==> config.mk <==
export PLATFORM = sky130hd
export DESIGN_NAME = snax_csr_arbiter
export DESIGN_NICKNAME = d
export VERILOG_FILES = /design/src/rtl/snax_csr_arbiter.sv
export SDC_FILE = /design/constraint.sdc
export NUM_CORES = 1
export LEC_CHECK = 0
export BUFFER_PORTS_ARGS = -buffer_cell sky130_fd_sc_hd__clkbuf_2
export CAP_MARGIN = 30
export CORE_AREA = 5 5 109 111
export CTS_BUF_LIST = sky130_fd_sc_hd__clkbuf_16
export DETAILED_ROUTE_END_ITERATION = 6
export DIE_AREA = 0 0 114 116
export PLACE_DENSITY = 0.65
export RECOVER_POWER = 25
export REMOVE_ABC_BUFFERS = 1
export SYNTH_ARGS = -nofsm -noshare
export SYNTH_HDL_FRONTEND = slang
export SYNTH_SLANG_ARGS = --single-unit
==> constraint.sdc <==
create_clock -name clk_i -period 4.5 [get_ports clk_i]
set_clock_uncertainty 0.15 [all_clocks]
set_input_delay 0.225 -clock clk_i [delete_from_list [all_inputs] [get_ports clk_i]]
set_output_delay 0.225 -clock clk_i [all_outputs]
set_load 0.02 [all_outputs]
==> src/rtl/snax_csr_arbiter.sv <==
// rtl/snax_csr_arbiter.sv - round-robin CSR port arbiter with in-order read response routing
module snax_csr_arbiter #(
  parameter int unsigned NumReq      = 2,
  parameter int unsigned IdWidth     = 5,
  parameter int unsigned MaxOutstand = 4
) (
  input  logic                        clk_i,
  input  logic                        rst_ni,
  input  logic [NumReq*32-1:0]        req_data_i,
  input  logic [NumReq*32-1:0]        req_addr_i,
  input  logic [NumReq-1:0]           req_write_i,
  input  logic [NumReq*IdWidth-1:0]   req_id_i,
  input  logic [NumReq-1:0]           req_valid_i,
  output logic [NumReq-1:0]           req_ready_o,
  output logic [31:0]                 rsp_data_o,
  output logic [IdWidth-1:0]          rsp_id_o,
  output logic [NumReq-1:0]           rsp_valid_o,
  input  logic [NumReq-1:0]           rsp_ready_i,
  output logic [31:0]                 csr_req_bits_data_o,
  output logic [31:0]                 csr_req_bits_addr_o,
  output logic                        csr_req_bits_write_o,
  output logic                        csr_req_valid_o,
  input  logic                        csr_req_ready_i,
  input  logic                        csr_rsp_valid_i,
  output logic                        csr_rsp_ready_o,
  input  logic [31:0]                 csr_rsp_bits_data_i,
  output logic                        err_o
);
  localparam int unsigned IdxW = $clog2(NumReq);
  localparam int unsigned PtrW = $clog2(MaxOutstand);
  localparam int unsigned CntW = PtrW + 1;
  localparam logic [CntW-1:0] MaxCnt = CntW'(MaxOutstand);

  logic [IdxW-1:0]    rr_q, lock_idx_q, grant_idx, head_idx;
  logic               lock_q, err_q;
  logic [CntW-1:0]    count_q;
  logic [PtrW-1:0]    wr_ptr_q, rd_ptr_q;
  logic [IdxW-1:0]    fifo_idx_q [MaxOutstand];
  logic [IdWidth-1:0] fifo_id_q  [MaxOutstand];
  logic [NumReq-1:0]  eligible;
  logic               fifo_full, fifo_empty, req_hs, push, pop, stray;
  int                 cand;

  assign fifo_full  = (count_q == MaxCnt);
  assign fifo_empty = (count_q == '0);
  // A full tracking FIFO only stalls reads; writes never produce a response.
  assign eligible   = req_valid_i & (req_write_i | {NumReq{!fifo_full}});

  // Descending scan so the candidate closest to rr is the last one assigned.
  always_comb begin
    grant_idx = rr_q;
    cand      = 0;
    if (lock_q) begin
      grant_idx = lock_idx_q;
    end else begin
      for (int i = NumReq - 1; i >= 0; i--) begin
        cand = (int'(rr_q) + i) % int'(NumReq);
        if (eligible[IdxW'(cand)]) grant_idx = IdxW'(cand);
      end
    end
  end

  assign csr_req_valid_o      = lock_q ? req_valid_i[lock_idx_q] : (|eligible);
  assign csr_req_bits_data_o  = req_data_i[32*int'(grant_idx) +: 32];
  assign csr_req_bits_addr_o  = req_addr_i[32*int'(grant_idx) +: 32];
  assign csr_req_bits_write_o = req_write_i[grant_idx];

  always_comb begin
    req_ready_o = '0;
    if (csr_req_valid_o) req_ready_o[grant_idx] = csr_req_ready_i;
  end

  assign req_hs = csr_req_valid_o && csr_req_ready_i;
  assign push   = req_hs && !csr_req_bits_write_o && !fifo_full;

  assign head_idx = fifo_idx_q[rd_ptr_q];
  assign rsp_id_o = fifo_id_q[rd_ptr_q];
  assign rsp_data_o = csr_rsp_bits_data_i;

  always_comb begin
    rsp_valid_o = '0;
    if (!fifo_empty) rsp_valid_o[head_idx] = csr_rsp_valid_i;
  end

  // With nothing outstanding the response is swallowed and flagged.
  assign csr_rsp_ready_o = fifo_empty ? csr_rsp_valid_i : rsp_ready_i[head_idx];
  assign pop   = !fifo_empty && csr_rsp_valid_i && rsp_ready_i[head_idx];
  assign stray = fifo_empty && csr_rsp_valid_i;
  assign err_o = err_q;

  always_ff @(posedge clk_i or negedge rst_ni) begin
    if (!rst_ni) begin
      rr_q       <= '0;
      lock_q     <= 1'b0;
      lock_idx_q <= '0;
      count_q    <= '0;
      wr_ptr_q   <= '0;
      rd_ptr_q   <= '0;
      err_q      <= 1'b0;
    end else begin
      if (req_hs) rr_q <= (grant_idx == IdxW'(NumReq - 1)) ? '0 : grant_idx + 1'b1;
      lock_q <= csr_req_valid_o && !csr_req_ready_i;
      if (csr_req_valid_o) lock_idx_q <= grant_idx;
      if (push) wr_ptr_q <= wr_ptr_q + 1'b1;
      if (pop) rd_ptr_q <= rd_ptr_q + 1'b1;
      case ({push, pop})
        2'b10:   count_q <= count_q + 1'b1;
        2'b01:   count_q <= count_q - 1'b1;
        default: count_q <= count_q;
      endcase
      if (stray) err_q <= 1'b1;
    end
  end

  always_ff @(posedge clk_i) begin
    if (push) begin
      fifo_idx_q[wr_ptr_q] <= grant_idx;
      fifo_id_q[wr_ptr_q]  <= req_id_i[IdWidth*int'(grant_idx) +: IdWidth];
    end
  end

endmodule
==> flow_summary_export.csv <==
group,metric,value,unit
hold_path,whs_path_depth,3,
global_route,grt-ovfl-total,0,
setup_path,crit_path_max_fanout,7,
global_route,grt_start_max_net_pins,76,
run_status,outcome,"complete, no violations",
detailed_routing,wl_per_cell,15.1,µm
global_route,grt_pass1_wl,15200,µm
final_layout,drive_above_1_share,44.8,%
synth,syn_inst,356,
synth,synthArstFlopShare,31.4,%
setup_path,critical_path_buf_inv_count,2,
clock_network,cts_buffers,5,
synth,syn_area,2650,µm²
timing,hold_viol,0,
detailed_routing,routed_wl,10300,µm
synth,seq_area_frac_synth,37.5,%
final_layout,nets,728,
synth,synth_edf_count,24,
setup_path,worstRegToRegCells,10,
timing,period_share,71.7,%
timing,drv_slew,0,
setup_path,cp-end-kind,"flip-flop",
power_and_ir_drop,seqPwrFrac,20.8,%
floorplanning,die_w,114,µm
placement,placed_area,3670,µm²
clock_network,cts_tree,"done",
setup_path,path_depth,10,
synth,yosysTopAreaCellShare,29.6,%
setup_path,crit_type,"flip-flop to flip-flop",
placement,place_congestion,0.785,
floorplanning,rows,38,
placement,place.detailed.hpwl,8820,µm
clock_network,cts.sinks,35,
synth,syn_avg_cell_area,7.45,µm²
final_layout,areaGrowthSynthToFinish,44.1,%
timing,worstMarginPinSlew,0.749,ns
power_and_ir_drop,p_leak,2.23,nW
final_layout,utilization,35.7,%
detailed_routing,drc_errors,0,
synth,synth.area.top_cells,"nand2_1 (30%), edfxtp_1 (27%), dfrtp_1 (10%)",
timing,setup_tns,0,ns
detailed_routing,first_pass_iters,4,
detailed_routing,first_iter_violations,85,
timing,setup_viol,0,
setup_path,cpPeakStageDelay,0.72,ns
floorplanning,start_util,24.8,%
setup_path,critPathTopFamily,"simple AND/OR/NAND/NOR gates",
timing,max_freq,310,MHz
timing,timing.slew.headroom,50.0,%
synth,synthTopCellsByCount,"nand2_1 (209), buf_4 (32), edfxtp_1 (24), clkbuf_1 (15), dfrtp_1 (11)",
power_and_ir_drop,swShare,51.9,%
final_layout,n_antenna_cell,0,
global_route,antenna_found_initial,0,
final_layout,final_area,3820,µm²
detailed_routing,vias,2926,
detailed_routing,drtAntennaViolNets,0,
clock_network,root_buffer,"clkbuf_16",
floorplanning,top_level_ports,289,
setup_path,cp-start-kind,"flip-flop",
clock_network,cts_setup_buffers,0,
synth,yosysWarnings,0,
power_and_ir_drop,power_density,657,nW/µm²
flow_run,cap_violations,0,
power_and_ir_drop,finalPower,0.00251,W
timing,rsz0062_at_grt,"false",
hold_path,hp-class,"input pin to flip-flop",
setup_path,slowest_stage,"a222oi_1",
floorplanning,die_area,13200,µm²
global_route,grt.total_usage,14.5,%
power_and_ir_drop,p_sw,0.00130,W
synth,ys_seq_elements,35,
synth,yosys.area.top_type,"nand2_1",
detailed_routing,vias_per_cell,4.28,
placement,io_buffer_count,224,
clock_network,clk_pin_slew_worst_paths,0.05,ns
synth,synth.distinct_cells,33,
setup_path,crit_required,4.55,ns
clock_network,clock_latency,0.27,ns
floorplanning,die_y,116,µm
setup_path,cp.arrival,3.28,ns
setup_path,crit_chain,"or4b_1 > a222oi_1 > nor3_2 > inv_1 > ha_1 > inv_1 > fa_1 > xor2_1 > nor2_1 > xor2_1",
floorplanning,fp.coreArea,10700,µm²
power_and_ir_drop,peakVddDrop,0.289,mV
power_and_ir_drop,p_int,0.00121,W
power_and_ir_drop,comb_power_share,66.7,%
clock_network,clockBufferDepth,2,
power_and_ir_drop,p_clk_share,12.5,%
synth,yosysMostFrequentCell,"nand2_1",
timing,min_period,3.23,ns
synth,ys.flop_type,"edfxtp_1",
global_route,grt_pass1_vias,2989,
clock_network,htreeDepth,2,
==> routing by layer <==
layer | up-vias | wire [µm] | track usage (%) | part of all wire [%]
met5 | - | 0 | 0 | 0
met4 | 0 | 158 | 3.25 | 1.5
li1 | 1454 | - | - | -
met1 | 1277 | 3210 | 13.4 | 31
met2 | 184 | 5110 | 25.3 | 49
met3 | 11 | 1860 | 11.1 | 18
==> worst register-to-register path, delay by kind of cell, from the launching register on <==
family                     cells  cell delay, ns
adders and majority gates      2            0.55
buffers and inverters          2            0.16
DFF                            1            0.42
AOI/OAI and AO/OA              1            0.72
xor gates and xnor gates       2            0.29
and+or+nand+nor                3            0.87
==> kinds of logic after synthesis <==
group           Yosys count  share of synthesized area, %
simple gates            230                          34.2
flops                    35                          37.5
fa+ha+maj                 6                          3.11
xor+xnor                  5                          1.65
mux                      15                          9.00
compound gates            7                          1.70
buf+inv                  58                          12.8
==> repair_timing <==
action,4_1_cts,5_1_grt
endpoints found under the hold margin,12,0
gates resized for setup,0,0
hold buffers,2,0
==> area by class of cell <==
| class | count | area, µm² |
|---|---|---|
| flip-flops and latches | 35 | 996 |
| fillers | 1161 | 6870 |
| clock inverters | 3 | 12.5 |
| repair buffers | 228 | 1150 |
| well taps | 140 | 175 |
| clock buffers | 5 | 125 |
| multi-input cells | 263 | 1330 |
| inverters | 9 | 33.8 |
==> power by group through the flow <==
stage / clock [W] / combinational [W] / sequential [W]
2_1_floorplan: 0 / 0.00112 / 0.000508
3_3_place_gp: 0 / 0.00168 / 0.000525
3_5_place_dp: 0 / 0.00170 / 0.000529
4_1_cts: 0.000323 / 0.00171 / 0.000523
5_1_grt: 0.000337 / 0.00185 / 0.000533
6_report: 0.000315 / 0.00167 / 0.000521
==> metrics by stage <==
stage,hold slack [ns],cells,setup WS (ns)
after floorplan,-0.221,307,-0.697
after global placement,-0.0325,673,1.40
after detailed placement,-0.0218,673,1.28
after CTS,0.0765,683,1.26
after global routing,0.0952,683,1.05
final,0.0896,683,1.27
==> sequential cells by signal (all words and copies together) (netlist names) <==
register,cells
fifo_id_q,20
rr_q,1
err_o,1
count_q,3
lock_q,1
fifo_idx_q,4
lock_idx_q,1
rd_ptr_q,2
wr_ptr_q,2
==> cell usage in the layout, fill, tap and decap left out, drive strengths merged <==
cell and count:
a21oi 1, inv 11, and3 1, a222oi 1, mux4 6, or3 1, ha 5, nand2b 2
xor2 3, fa 1, and2 4, mux2 5, edfxtp 24, buf 2, nor2b 2, o21ai 3
nand2 209, dfrtp 11, nand3 1, dlygate4sd3 2, mux2i 4, o31ai 1, nor3 1, clkbuf 229
or4b 2, clkinv 1, o21bai 1, nor2 7, xnor2 2
==> path summary, 6_finish.rpt <==
kind / startpoint / end / slack (ns)
worst min-delay path: csr_rsp_valid_i / err_o / 0.09
max in group asynchronous: rst_ni / rd_ptr_q[0] / 3.44
worst max-delay path: count_q[0] / count_q[2] / 1.27
worst min register to register: err_o / err_o / 0.33
worst max register to register: count_q[0] / count_q[2] / 1.27
min in group asynchronous: rst_ni / count_q[2] / 0.34
Note: power is estimated with default switching activity, not from simulation.
